===== config.mk =====
export PLATFORM = sky130hd
export DESIGN_NAME = wshb_arbiter
export DESIGN_NICKNAME = d
export VERILOG_FILES = /design/src/rtl/wshb_arbiter.sv
export SDC_FILE = /design/constraint.sdc
export NUM_CORES = 1
export LEC_CHECK = 0
export CAP_MARGIN = 10
export CORE_AREA = 2 2 127 129
export CTS_CLUSTER_DIAMETER = 200
export DETAILED_ROUTE_END_ITERATION = 7
export DIE_AREA = 0 0 129 131
export GPL_ROUTABILITY_DRIVEN = 0
export SYNTH_ARGS = -nofsm -noshare
export SYNTH_HDL_FRONTEND = slang
export SYNTH_SLANG_ARGS = --single-unit

===== constraint.sdc =====
create_clock -name wshb_clk -period 2.6 [get_ports wshb_clk]
set_input_delay 0.26 -clock wshb_clk [delete_from_list [all_inputs] [get_ports wshb_clk]]
set_output_delay 0.26 -clock wshb_clk [all_outputs]
set_load 0.005 [all_outputs]

===== src/rtl/wshb_arbiter.sv =====
// Two-master Wishbone arbiter sharing one SDRAM slave port.
// Round-robin on ties, with bounded hold time per master under contention.
module wshb_arbiter #(
  parameter int unsigned HOLD_MAX = 64
) (
  input  logic        wshb_clk,
  input  logic        wshb_rst_n,

  input  logic        m0_cyc,
  input  logic        m0_stb,
  input  logic        m0_we,
  input  logic [31:0] m0_adr,
  input  logic [31:0] m0_dat_ms,
  input  logic [3:0]  m0_sel,
  input  logic [2:0]  m0_cti,
  input  logic [1:0]  m0_bte,
  output logic        m0_ack,
  output logic [31:0] m0_dat_sm,

  input  logic        m1_cyc,
  input  logic        m1_stb,
  input  logic        m1_we,
  input  logic [31:0] m1_adr,
  input  logic [31:0] m1_dat_ms,
  input  logic [3:0]  m1_sel,
  input  logic [2:0]  m1_cti,
  input  logic [1:0]  m1_bte,
  output logic        m1_ack,
  output logic [31:0] m1_dat_sm,

  output logic        s_cyc,
  output logic        s_stb,
  output logic        s_we,
  output logic [31:0] s_adr,
  output logic [31:0] s_dat_ms,
  output logic [3:0]  s_sel,
  output logic [2:0]  s_cti,
  output logic [1:0]  s_bte,
  input  logic        s_ack,
  input  logic [31:0] s_dat_sm,

  output logic [1:0]  grant
);

  localparam int unsigned CNT_W = $clog2(HOLD_MAX) + 1;
  localparam logic [CNT_W-1:0] HOLD_LAST = CNT_W'(HOLD_MAX - 1);

  typedef enum logic [1:0] {
    IDLE = 2'b00,
    GNT0 = 2'b01,
    GNT1 = 2'b10
  } state_t;

  state_t           state_q;
  logic [1:0]       grant_q;
  logic [CNT_W-1:0] hold_cnt_q;
  logic             last_owner_q;

  logic hold_full;
  assign hold_full = (hold_cnt_q == HOLD_LAST);

  // Arbitration FSM; grant is registered alongside the state it decodes.
  always_ff @(posedge wshb_clk) begin
    if (!wshb_rst_n) begin
      state_q      <= IDLE;
      grant_q      <= 2'b00;
      hold_cnt_q   <= '0;
      last_owner_q <= 1'b1;
    end else begin
      case (state_q)
        IDLE: begin
          if (m0_cyc && (!m1_cyc || last_owner_q)) begin
            state_q      <= GNT0;
            grant_q      <= 2'b01;
            last_owner_q <= 1'b0;
            hold_cnt_q   <= '0;
          end else if (m1_cyc) begin
            state_q      <= GNT1;
            grant_q      <= 2'b10;
            last_owner_q <= 1'b1;
            hold_cnt_q   <= '0;
          end
        end
        GNT0: begin
          if ((!m0_cyc && m1_cyc) || (m0_cyc && s_ack && hold_full && m1_cyc)) begin
            state_q      <= GNT1;
            grant_q      <= 2'b10;
            last_owner_q <= 1'b1;
            hold_cnt_q   <= '0;
          end else if (!m0_cyc) begin
            state_q    <= IDLE;
            grant_q    <= 2'b00;
            hold_cnt_q <= '0;
          end else if (s_ack && !hold_full) begin
            hold_cnt_q <= hold_cnt_q + CNT_W'(1);
          end
        end
        GNT1: begin
          if ((!m1_cyc && m0_cyc) || (m1_cyc && s_ack && hold_full && m0_cyc)) begin
            state_q      <= GNT0;
            grant_q      <= 2'b01;
            last_owner_q <= 1'b0;
            hold_cnt_q   <= '0;
          end else if (!m1_cyc) begin
            state_q    <= IDLE;
            grant_q    <= 2'b00;
            hold_cnt_q <= '0;
          end else if (s_ack && !hold_full) begin
            hold_cnt_q <= hold_cnt_q + CNT_W'(1);
          end
        end
        default: begin
          state_q    <= IDLE;
          grant_q    <= 2'b00;
          hold_cnt_q <= '0;
        end
      endcase
    end
  end

  // Zero-latency request/ack steering; idle parks the slave on master 0's fields.
  always_comb begin
    s_cyc    = 1'b0;
    s_stb    = 1'b0;
    s_we     = m0_we;
    s_adr    = m0_adr;
    s_dat_ms = m0_dat_ms;
    s_sel    = m0_sel;
    s_cti    = m0_cti;
    s_bte    = m0_bte;
    m0_ack   = 1'b0;
    m1_ack   = 1'b0;
    case (state_q)
      GNT0: begin
        s_cyc  = m0_cyc;
        s_stb  = m0_stb;
        m0_ack = s_ack;
      end
      GNT1: begin
        s_cyc    = m1_cyc;
        s_stb    = m1_stb;
        s_we     = m1_we;
        s_adr    = m1_adr;
        s_dat_ms = m1_dat_ms;
        s_sel    = m1_sel;
        s_cti    = m1_cti;
        s_bte    = m1_bte;
        m1_ack   = s_ack;
      end
      default: ;
    endcase
  end

  assign grant     = grant_q;
  assign m0_dat_sm = s_dat_sm;
  assign m1_dat_sm = s_dat_sm;

endmodule


==> flow_metrics.env <==
export IMPL_status="finished, final reports clean"
export IMPL_rsz0062_at_grt="no"
export IMPL_relSlewSlack_pct=77.6
export IMPL_yosys_warnings=0
export IMPL_fin_skew_ns=0.00190
export IMPL_combPwrFrac_pct=77.6
export IMPL_final_setup_tns_ns=0
export IMPL_fin_util_pct=27.4
export IMPL_yosysUniqueCellTypes=39
export IMPL_rows=46
export IMPL_hold_path_class="register to register"
export IMPL_leakage_uw=0.00152
export IMPL_fin_crit_sh_pct=87.9
export IMPL_cp_required_ns=2.34
export IMPL_syn_inst=234
export IMPL_ctsHtreeMaxLevel=1
export IMPL_hold_path_cell_count=2
export IMPL_cts_hold_fix_buffers=0
export IMPL_drv_cap=0
export IMPL_r2r_slack_ns=0.61
export IMPL_p_seq_share_pct=9.6
export IMPL_holdPathEnd="hold_cnt_q[6]"
export IMPL_num_fill_cells=1651
export IMPL_die_h_um=131
export IMPL_drc=0
export IMPL_p_sw_share_pct=30.6
export IMPL_setup_viol=0
export IMPL_routedWlPerCell_um=16.8
export IMPL_ant_nets=0
export IMPL_placed_cell_area_um2=4200
export IMPL_portBuffers=234
export IMPL_antenna_found_initial=1
export IMPL_drtPass1Iterations=4
export IMPL_track_usage_pct=10.3
export IMPL_clockRootBuffer="clkbuf_16"
export IMPL_via_per_inst=3.76
export IMPL_post_cts_setup_buffer_count=0
export IMPL_clk_pin_slew_ns=0.04
export IMPL_hp_start="hold_cnt_q[6]"
export IMPL_p_int_uw=1420
export IMPL_grt_max_degree=43
export IMPL_fmax_mhz=438
export IMPL_path_class="register to output pin"
export IMPL_end_kind="output pin"
export IMPL_ff2ff_path_depth=6
export IMPL_worstReg2RegStart="grant[0]"
export IMPL_startpoint_type="register"
export IMPL_clk_latency_ns=0.23
export IMPL_min_period_ns=2.29
export IMPL_drt_initial_drc_count=56
export IMPL_die_x_um=129
export IMPL_cts_tree="done"
export IMPL_clockBufferDepth=2
export IMPL_ys_ff_latch=10
export IMPL_syn_nets=426
export IMPL_nNetsFinal=593
export IMPL_grt_overflow_total=0
export IMPL_pre_cts_slack_ns=0.545
export IMPL_fin_area_um2=4280
export IMPL_grt_pass1_wl_mm=12.9
export IMPL_clkPwrFrac_pct=12.8
export IMPL_slew_viol_final=0
export IMPL_ios=331
export IMPL_route_vias_total=2319
export IMPL_critPathArrivalTime_ns=2.03
export IMPL_cts_inserted_buffers=3
export IMPL_power_density_nw_per_um2=479
export IMPL_p_sw_uw=627
export IMPL_final_common_cell="clkdlybuf4s50_1"
export IMPL_irDropWorstVdd_mv=0.233
export IMPL_area_growth_pct=107
export IMPL_seq_area_frac_synth_pct=9.70
export IMPL_clkSinkCount=10
export IMPL_dieArea_um2=16900
export IMPL_drive_gt1_share_pct=21.1
export IMPL_setup_ws_ns=0.315
export IMPL_dp_hpwl_mm=9.11
export IMPL_seqCellArea_um2=200
export IMPL_core_um2=15600
export IMPL_reg2reg_to="hold_cnt_q[5]"
export IMPL_netlist_area_um2=2060
export IMPL_cts_resized=0
export IMPL_worst_pin_slew_ns=0.336
export IMPL_wl_mm=10.4
export IMPL_final_cell_mix="clkdlybuf4s50_1 (234), mux2_2 (74), dfxtp_1 (10)"
export IMPL_syn_avg_cell_area_um2=8.82
export IMPL_whs_ns=0.442
export IMPL_grt_pass1_vias=2270
export IMPL_hold_violations=0
export IMPL_crit_path_max_fanout=42
export IMPL_start_util_pct=13.2
export IMPL_multi_input_area_um2=1320
==> metal layers <==
| metal | part of all wire, % | wire [um] | GRT usage, % | vias to the layer above |
|---|---|---|---|---|
| met5 | 0 | 0 | 0 | - |
| met4 | 2.1 | 214 | 3.32 | 0 |
| met3 | 13 | 1300 | 4.56 | 28 |
| met2 | 51 | 5310 | 18.6 | 160 |
| met1 | 34 | 3540 | 10.8 | 1031 |
| li1 | - | - | - | 1100 |
==> synthesized netlist by cell type (all sizes together) <==
cell type / instances / area share (%)
or3b: 1 / 0.42
nor2: 7 / 1.3
nand3b: 1 / 0.36
inv: 7 / 1.3
a22oi: 2 / 0.73
nor3: 2 / 0.48
a21o: 1 / 0.36
nand2b: 1 / 0.30
o211ai: 1 / 1.0
xor2: 2 / 0.85
and2b: 1 / 0.42
nor2b: 1 / 0.30
or4: 1 / 0.36
o31ai: 1 / 0.36
mux2: 74 / 40
a31oi: 3 / 0.91
and3: 2 / 0.61
o41ai: 2 / 1.2
dfxtp: 10 / 9.7
and4b: 1 / 0.48
a211oi: 1 / 0.36
mux2i: 1 / 0.48
ha: 5 / 3.0
nand2: 6 / 1.1
o21bai: 1 / 0.36
o21ai: 3 / 0.73
a221oi: 1 / 0.42
buf: 67 / 24
nand3: 5 / 1.5
and2: 3 / 0.91
a21oi: 5 / 1.2
clkbuf: 7 / 1.3
nand4: 5 / 1.5
or3: 2 / 0.61
nand4b: 1 / 0.42
==> power groups by stage <==
stage | Clock, uW | Sequential, uW | Combinational (uW)
floorplan | 0 | 191 | 768
global placement | 0 | 195 | 1600
detailed placement | 0 | 198 | 1610
CTS | 273 | 195 | 1620
global route | 283 | 199 | 1710
finish | 263 | 196 | 1590
==> flip-flops by register name, summed over array words and instances (netlist names) <==
register,cells
hold_cnt_q,7
grant,2
last_owner_q,1
==> cell type report <==
cell class,count,share of cell area (%)
repair buffers,236,55.7
inverters,7,0.614
diodes,1,0.0585
multi-input cells,143,30.9
clock buffers,3,1.75
flip-flops and latches,10,4.68
well taps,216,6.32
==> critical path, cell delays in order, from the launching register on <==
cell	delay [ns]
dfxtp_1	0.40
inv_1	0.11
ha_4	0.19
buf_12	0.16
a22oi_1	0.34
nor2_1	0.11
clkdlybuf4s50_1	0.46
==> worst max path at each step <==
stage,start,endpoint,slack [ns],cells past startpoint
global route,grant[0],s_cyc,0.22,6
global placement,grant[0],s_sel[1],0.57,5
floorplan,grant[0],s_adr[13],0.66,6
detailed placement,grant[0],s_sel[1],0.54,5
finish,grant[0],s_cyc,0.31,6
CTS,grant[0],s_sel[1],0.29,5
==> logic make-up (layout without fill, tap and decap cells) <==
kind of cell	count (synthesis)	in the layout	share of synthesized area, %
buffers and inverters	81	246	26.8
multiplexers	75	75	40.8
AND/OR/NAND/NOR	40	40	11.0
AO/OA/AOI/OAI	21	21	7.70
flip-flops	10	10	9.70
adder cells (fa/ha/maj)	5	5	3.03
XOR/XNOR	2	2	0.849
other	0	1	0
==> through the flow <==
stage                     power, uW  cells
after global placement         1790    612
after CTS                      2090    615
after detailed placement       1810    612
after floorplan                 959    234
after global routing           2190    616
final                          2050    616
Note: power is estimated with default switching activity, not from simulation.
